===== src/rtl/neuron_mac_engine.sv =====
// Neuron dot-product engine: LANES pixel x weight products per beat, three-stage MAC pipeline,
// saturated signed result. Define NEURON_MAC_RELU_EN to clamp negative results to zero.
module neuron_mac_engine #(
  parameter int unsigned N_INPUTS = 784,
  parameter int unsigned LANES    = 4,
  parameter int unsigned PIX_W    = 10,
  parameter int unsigned WGT_W    = 19,
  parameter int unsigned ACC_W    = 40,
  parameter int unsigned OUT_W    = 26
) (
  input  logic                     clk,
  input  logic                     GlobalReset,
  input  logic                     start,
  input  logic                     in_valid,
  output logic                     in_ready,
  input  logic [LANES*PIX_W-1:0]   pixels,
  input  logic [LANES*WGT_W-1:0]   weights,
  output logic [OUT_W-1:0]         result,
  output logic                     result_valid,
  input  logic                     result_ready,
  output logic                     busy
);

  localparam int unsigned PROD_W = PIX_W + WGT_W + 1;
  localparam int unsigned BEATS  = N_INPUTS / LANES;
  localparam int unsigned CNT_W  = $clog2(BEATS + 1);

  localparam logic signed [ACC_W-1:0] SAT_MAX = {{(ACC_W-OUT_W+1){1'b0}}, {(OUT_W-1){1'b1}}};
  localparam logic signed [ACC_W-1:0] SAT_MIN = {{(ACC_W-OUT_W+1){1'b1}}, {(OUT_W-1){1'b0}}};

  typedef enum logic [1:0] {StIdle, StAccum, StDrain, StDone} state_e;

  state_e                    state_q, state_d;
  logic [CNT_W-1:0]          cnt_q, cnt_d;
  logic signed [PROD_W-1:0]  pix_ext [LANES];
  logic signed [PROD_W-1:0]  wgt_ext [LANES];
  logic signed [PROD_W-1:0]  prod_d  [LANES];
  logic signed [PROD_W-1:0]  prod_q  [LANES];
  logic                      s1_valid_q, s2_valid_q;
  logic signed [ACC_W-1:0]   sum_d, sum_q;
  logic signed [ACC_W-1:0]   acc_d, acc_q;
  logic [OUT_W-1:0]          sat_val, res_val;
  logic [OUT_W-1:0]          result_q, result_d;
  logic                      accept;

  assign accept = in_valid && (state_q == StAccum);

  // Stage 1: zero-extended pixel times sign-extended weight.
  always_comb begin
    for (int k = 0; k < LANES; k++) begin
      pix_ext[k] = PROD_W'(pixels[k*PIX_W +: PIX_W]);
      wgt_ext[k] = PROD_W'($signed(weights[k*WGT_W +: WGT_W]));
      prod_d[k]  = pix_ext[k] * wgt_ext[k];
    end
  end

  // Stage 2: lane reduction.
  always_comb begin
    sum_d = '0;
    for (int k = 0; k < LANES; k++) begin
      sum_d = sum_d + ACC_W'(prod_q[k]);
    end
  end

  always_comb begin
    acc_d = acc_q;
    if (state_q == StIdle && start) begin
      acc_d = '0;
    end else if (s2_valid_q) begin
      acc_d = acc_q + sum_q;
    end
  end

  always_comb begin
    if (acc_d > SAT_MAX) begin
      sat_val = SAT_MAX[OUT_W-1:0];
    end else if (acc_d < SAT_MIN) begin
      sat_val = SAT_MIN[OUT_W-1:0];
    end else begin
      sat_val = acc_d[OUT_W-1:0];
    end
`ifdef NEURON_MAC_RELU_EN
    res_val = sat_val[OUT_W-1] ? '0 : sat_val;
`else
    res_val = sat_val;
`endif
  end

  always_comb begin
    state_d  = state_q;
    cnt_d    = cnt_q;
    result_d = result_q;
    unique case (state_q)
      StIdle: begin
        if (start) begin
          state_d = StAccum;
          cnt_d   = '0;
        end
      end
      StAccum: begin
        if (accept) begin
          cnt_d = cnt_q + CNT_W'(1);
          if (cnt_q == CNT_W'(BEATS - 1)) state_d = StDrain;
        end
      end
      StDrain: begin
        // Stage 1 empty means the last sum lands in the accumulator this cycle.
        if (!s1_valid_q) begin
          state_d  = StDone;
          result_d = res_val;
        end
      end
      StDone: begin
        if (result_ready) state_d = StIdle;
      end
      default: state_d = StIdle;
    endcase
  end

  always_ff @(posedge clk or posedge GlobalReset) begin
    if (GlobalReset) begin
      state_q    <= StIdle;
      cnt_q      <= '0;
      s1_valid_q <= 1'b0;
      s2_valid_q <= 1'b0;
      sum_q      <= '0;
      acc_q      <= '0;
      result_q   <= '0;
      for (int k = 0; k < LANES; k++) prod_q[k] <= '0;
    end else begin
      state_q    <= state_d;
      cnt_q      <= cnt_d;
      s1_valid_q <= accept;
      s2_valid_q <= s1_valid_q;
      sum_q      <= sum_d;
      acc_q      <= acc_d;
      result_q   <= result_d;
      for (int k = 0; k < LANES; k++) prod_q[k] <= prod_d[k];
    end
  end

  assign in_ready     = (state_q == StAccum);
  assign busy         = (state_q != StIdle);
  assign result_valid = (state_q == StDone);
  assign result       = result_q;

endmodule

===== config.mk =====
export PLATFORM = sky130hd
export DESIGN_NAME = neuron_mac_engine
export DESIGN_NICKNAME = d
export VERILOG_FILES = /design/src/rtl/neuron_mac_engine.sv
export SDC_FILE = /design/constraint.sdc
export NUM_CORES = 2
export LEC_CHECK = 0
export CORE_MARGIN = 1.5
export CORE_UTILIZATION = 40
export CTS_BUF_LIST = sky130_fd_sc_hd__clkbuf_2
export CTS_CLUSTER_SIZE = 20
export DETAILED_ROUTE_END_ITERATION = 16
export PLACE_DENSITY_LB_ADDON = 0.08
export SKIP_LAST_GASP = 1
export SLEW_MARGIN = 30
export SYNTH_ARGS = -nofsm -noshare
export SYNTH_HDL_FRONTEND = slang
export SYNTH_SLANG_ARGS = --single-unit

===== constraint.sdc =====
create_clock -name clk -period 7.3 [get_ports clk]
set_input_delay 1.095 -clock clk [delete_from_list [all_inputs] [get_ports clk]]
set_output_delay 1.095 -clock clk [all_outputs]
set_load 0.01 [all_outputs]

==> results.tsv <==
metric	value	unit
run_status	completed	
layout_commonest_cell	inv_1	
cp_max_fo	5	
wl_per_cell	16.43	um
cp_slowest_cell	clkdlybuf4s50_1	
drv_slew	0	
crit_start	pixels[27]	
core-area	0.09842	mm2
clock_skew	0.08771	ns
fmax	0.1546	GHz
cp_cell_sequence	clkdlybuf4s50_1 -> and2_1 -> fa_1 -> inv_1 -> fa_1 -> inv_1 -> fa_1 -> fa_1 -> inv_1 -> fa_1 -> inv_1 -> ha_1 -> or3_1 -> a221oi_1 -> o21ai_0 -> a41oi_1 -> a2111oi_0 -> a211o_1 -> o311a_1 -> o21a_1 -> nor2_1 -> xnor2_1	
grt_max_degree	158	
rows	115	
routed_wl	96630	um
insertion_delay	0.98	ns
timing.final.crit_period	6.469	ns
grt-ovfl-total	0	
path_clk_slew	0.10	ns
syn_area	0.03972	mm2
hold_viol_final	0	
synth_edf_count	0	
endpoint	prod_q[58]	
ys_ff_latch	231	
drt-initial-drc-count	1051	
fp.dieH	318.1	um
cap_violations	0	
rsz0062_at_grt	no	
dieArea	0.1012	mm2
async_flop_share	100.0	%
grt_first_pass_wirelength	163200	um
start_util	40.36	%
antenna_found_initial	1	
grt_pass1_vias	30520	
portBuffers	149	
dp_slack	-0.06445	ns
regToRegSetupSlack	2.13	ns
postSynthCellCount	4308	
crit_family	adder cells	
synth_fp_nets	5512	
worstSetupEndpointType	flop	
layout_common_cells	inv_1 (922), fa_1 (738), nand2_1 (539)	
ys_seq_area_share	14.55	%
cp_num_cells	22	
track_usage	20.09	%
crit_buf_inv	5	
areaGrowthSynthToFinish	11.51	%
cts_tree	yes	
vias_per_cell	4.817	
critPathMostFrequentCell	fa_1	
num_io_pins	150	
num_vias	28334	
cts_buffer_depth	3	
rr_worst_depth	17	
reg2reg_from	prod_q[61]	
synthTopCellsByArea	fa_1 (37%), dfrtp_1 (15%), ha_1 (11%)	
drive_gt1_share	6.704	%
dp_hpwl	82750	um
synth_area_leader_cell	fa_1	
synth.distinct_cells	77	
drc_errors	0	
startpoint_type	input pin	
gp_congestion	0.8653	
slew_headroom	53.31	%
slowest_delay	0.58	ns
cts-buffers-inserted	66	
nets	5757	
avgSynthCellArea	9.221	um2
required	8.13	ns
fin_ws	0.8306	ns
die_w	318.1	um
hold_buffers	0	
synth_ff_type	dfrtp_1	
period_share	88.62	%
numClockSinks	231	
htreeDepth	3	
cts_setup_buffers	0	
finalSetupViolations	0	
hp-class	input pin to async pin	
clockRootBuffer	clkbuf_2	
path_class	input pin to flop	
dr.pass1.iters	5	
ant_nets	0	
synth_top_area_share	37.19	%
reg2reg_to	sum_q[31]	
ys_warn_count	0	
cts_resized	0	
cp.arrival	7.30	ns
worst_pin_slew	0.7003	ns
## how the worst min path moves through the flow
stage,from,end,cells after the start
finish,GlobalReset,result[2],2
global route,GlobalReset,result[2],2
CTS,GlobalReset,result[5],2
detailed placement,s1_valid_q,s2_valid_q,0
global placement,s1_valid_q,s2_valid_q,0
floorplan,s1_valid_q,s2_valid_q,0
## metal layers
metal	global-route usage [%]	wire length, um	up-vias
li1	-	-	13631
met1	28.00	45890	14333
met2	34.75	47690	300
met3	1.673	1970	70
met4	3.062	1075	0
met5	0	0	-
## sequential cells by signal, indices dropped and copies added (netlist names)
| register | cells |
|---|---|
| result | 26 |
| acc_q | 40 |
| s2_valid_q | 1 |
| sum_q | 33 |
| prod_q | 120 |
| s1_valid_q | 1 |
| state_q | 2 |
| cnt_q | 8 |
## layout make-up
type                       count  area [um2]
multi-input combinational   2997       29890
sequential                   231        5782
fill                        9839       54120
tap                         1287        1610
clock inverter                20       85.08
antenna                        1       2.502
timing repair buffer         333        3009
inverter                     924        3472
clock buffer                  89       445.4
## synth_stat cells (6+ instances only)
library cell / count
inv_1: 923
fa_1: 738
nand2_1: 539
ha_1: 345
and2_1: 343
dfrtp_1: 231
nor2_1: 170
a21oi_1: 139
clkbuf_1: 135
xnor2_1: 123
o21ai_0: 92
a21o_1: 47
xor2_1: 43
o21a_1: 37
nand3_1: 30
nor2b_1: 29
nor3_1: 29
mux2i_1: 25
nand2b_1: 25
o21ai_1: 21
a211oi_1: 20
o21bai_1: 19
buf_1: 17
or3_1: 16
a31oi_1: 14
nand4_1: 14
and3_1: 11
o211ai_1: 10
or2_2: 9
a211o_1: 8
a41oi_1: 8
o31a_1: 7
o31ai_1: 6
## logic make-up after synthesis
logic type	synth area share, %
compound gates	7.755
xor+xnor	3.660
fa+ha+maj	48.06
buf+inv	10.25
flops	14.55
mux	0.6583
simple gates	15.07
## stage by stage
| step | hold slack, ns | cells | instance area, um2 | utilization [%] | TNS (ns) |
|---|---|---|---|---|---|
| 2_1_floorplan | 0.3869 | 4308 | 39730 | - | 0 |
| 3_3_place_gp | 0.4221 | 5771 | 43710 | 44.42 | -0.04763 |
| 3_5_place_dp | 0.4255 | 5771 | 43720 | 44.43 | -0.07831 |
| 4_1_cts | 0.2666 | 5880 | 44250 | 44.96 | 0 |
| 5_1_grt | 0.3049 | 5882 | 44300 | 45.01 | 0 |
| 6_report | 0.4152 | 5882 | 44300 | 45.01 | 0 |
## worst register-to-register path: stages (launching register included)
cell	delay [ns]
dfrtp_1	0.50
fa_1	0.49
fa_1	0.49
ha_1	0.16
inv_1	0.06
fa_1	0.46
nor2b_1	0.17
o31a_1	0.24
o2111a_1	0.22
nor2_1	0.07
o31ai_1	0.37
o41a_1	0.24
nand2_1	0.09
o21ai_0	0.33
o41ai_1	0.18
o211ai_1	0.30
a2111oi_0	0.15
or3b_2	0.51
Power is not shown: default switching activity piles up to over one toggle a cycle in this logic, so the estimate is an artifact.
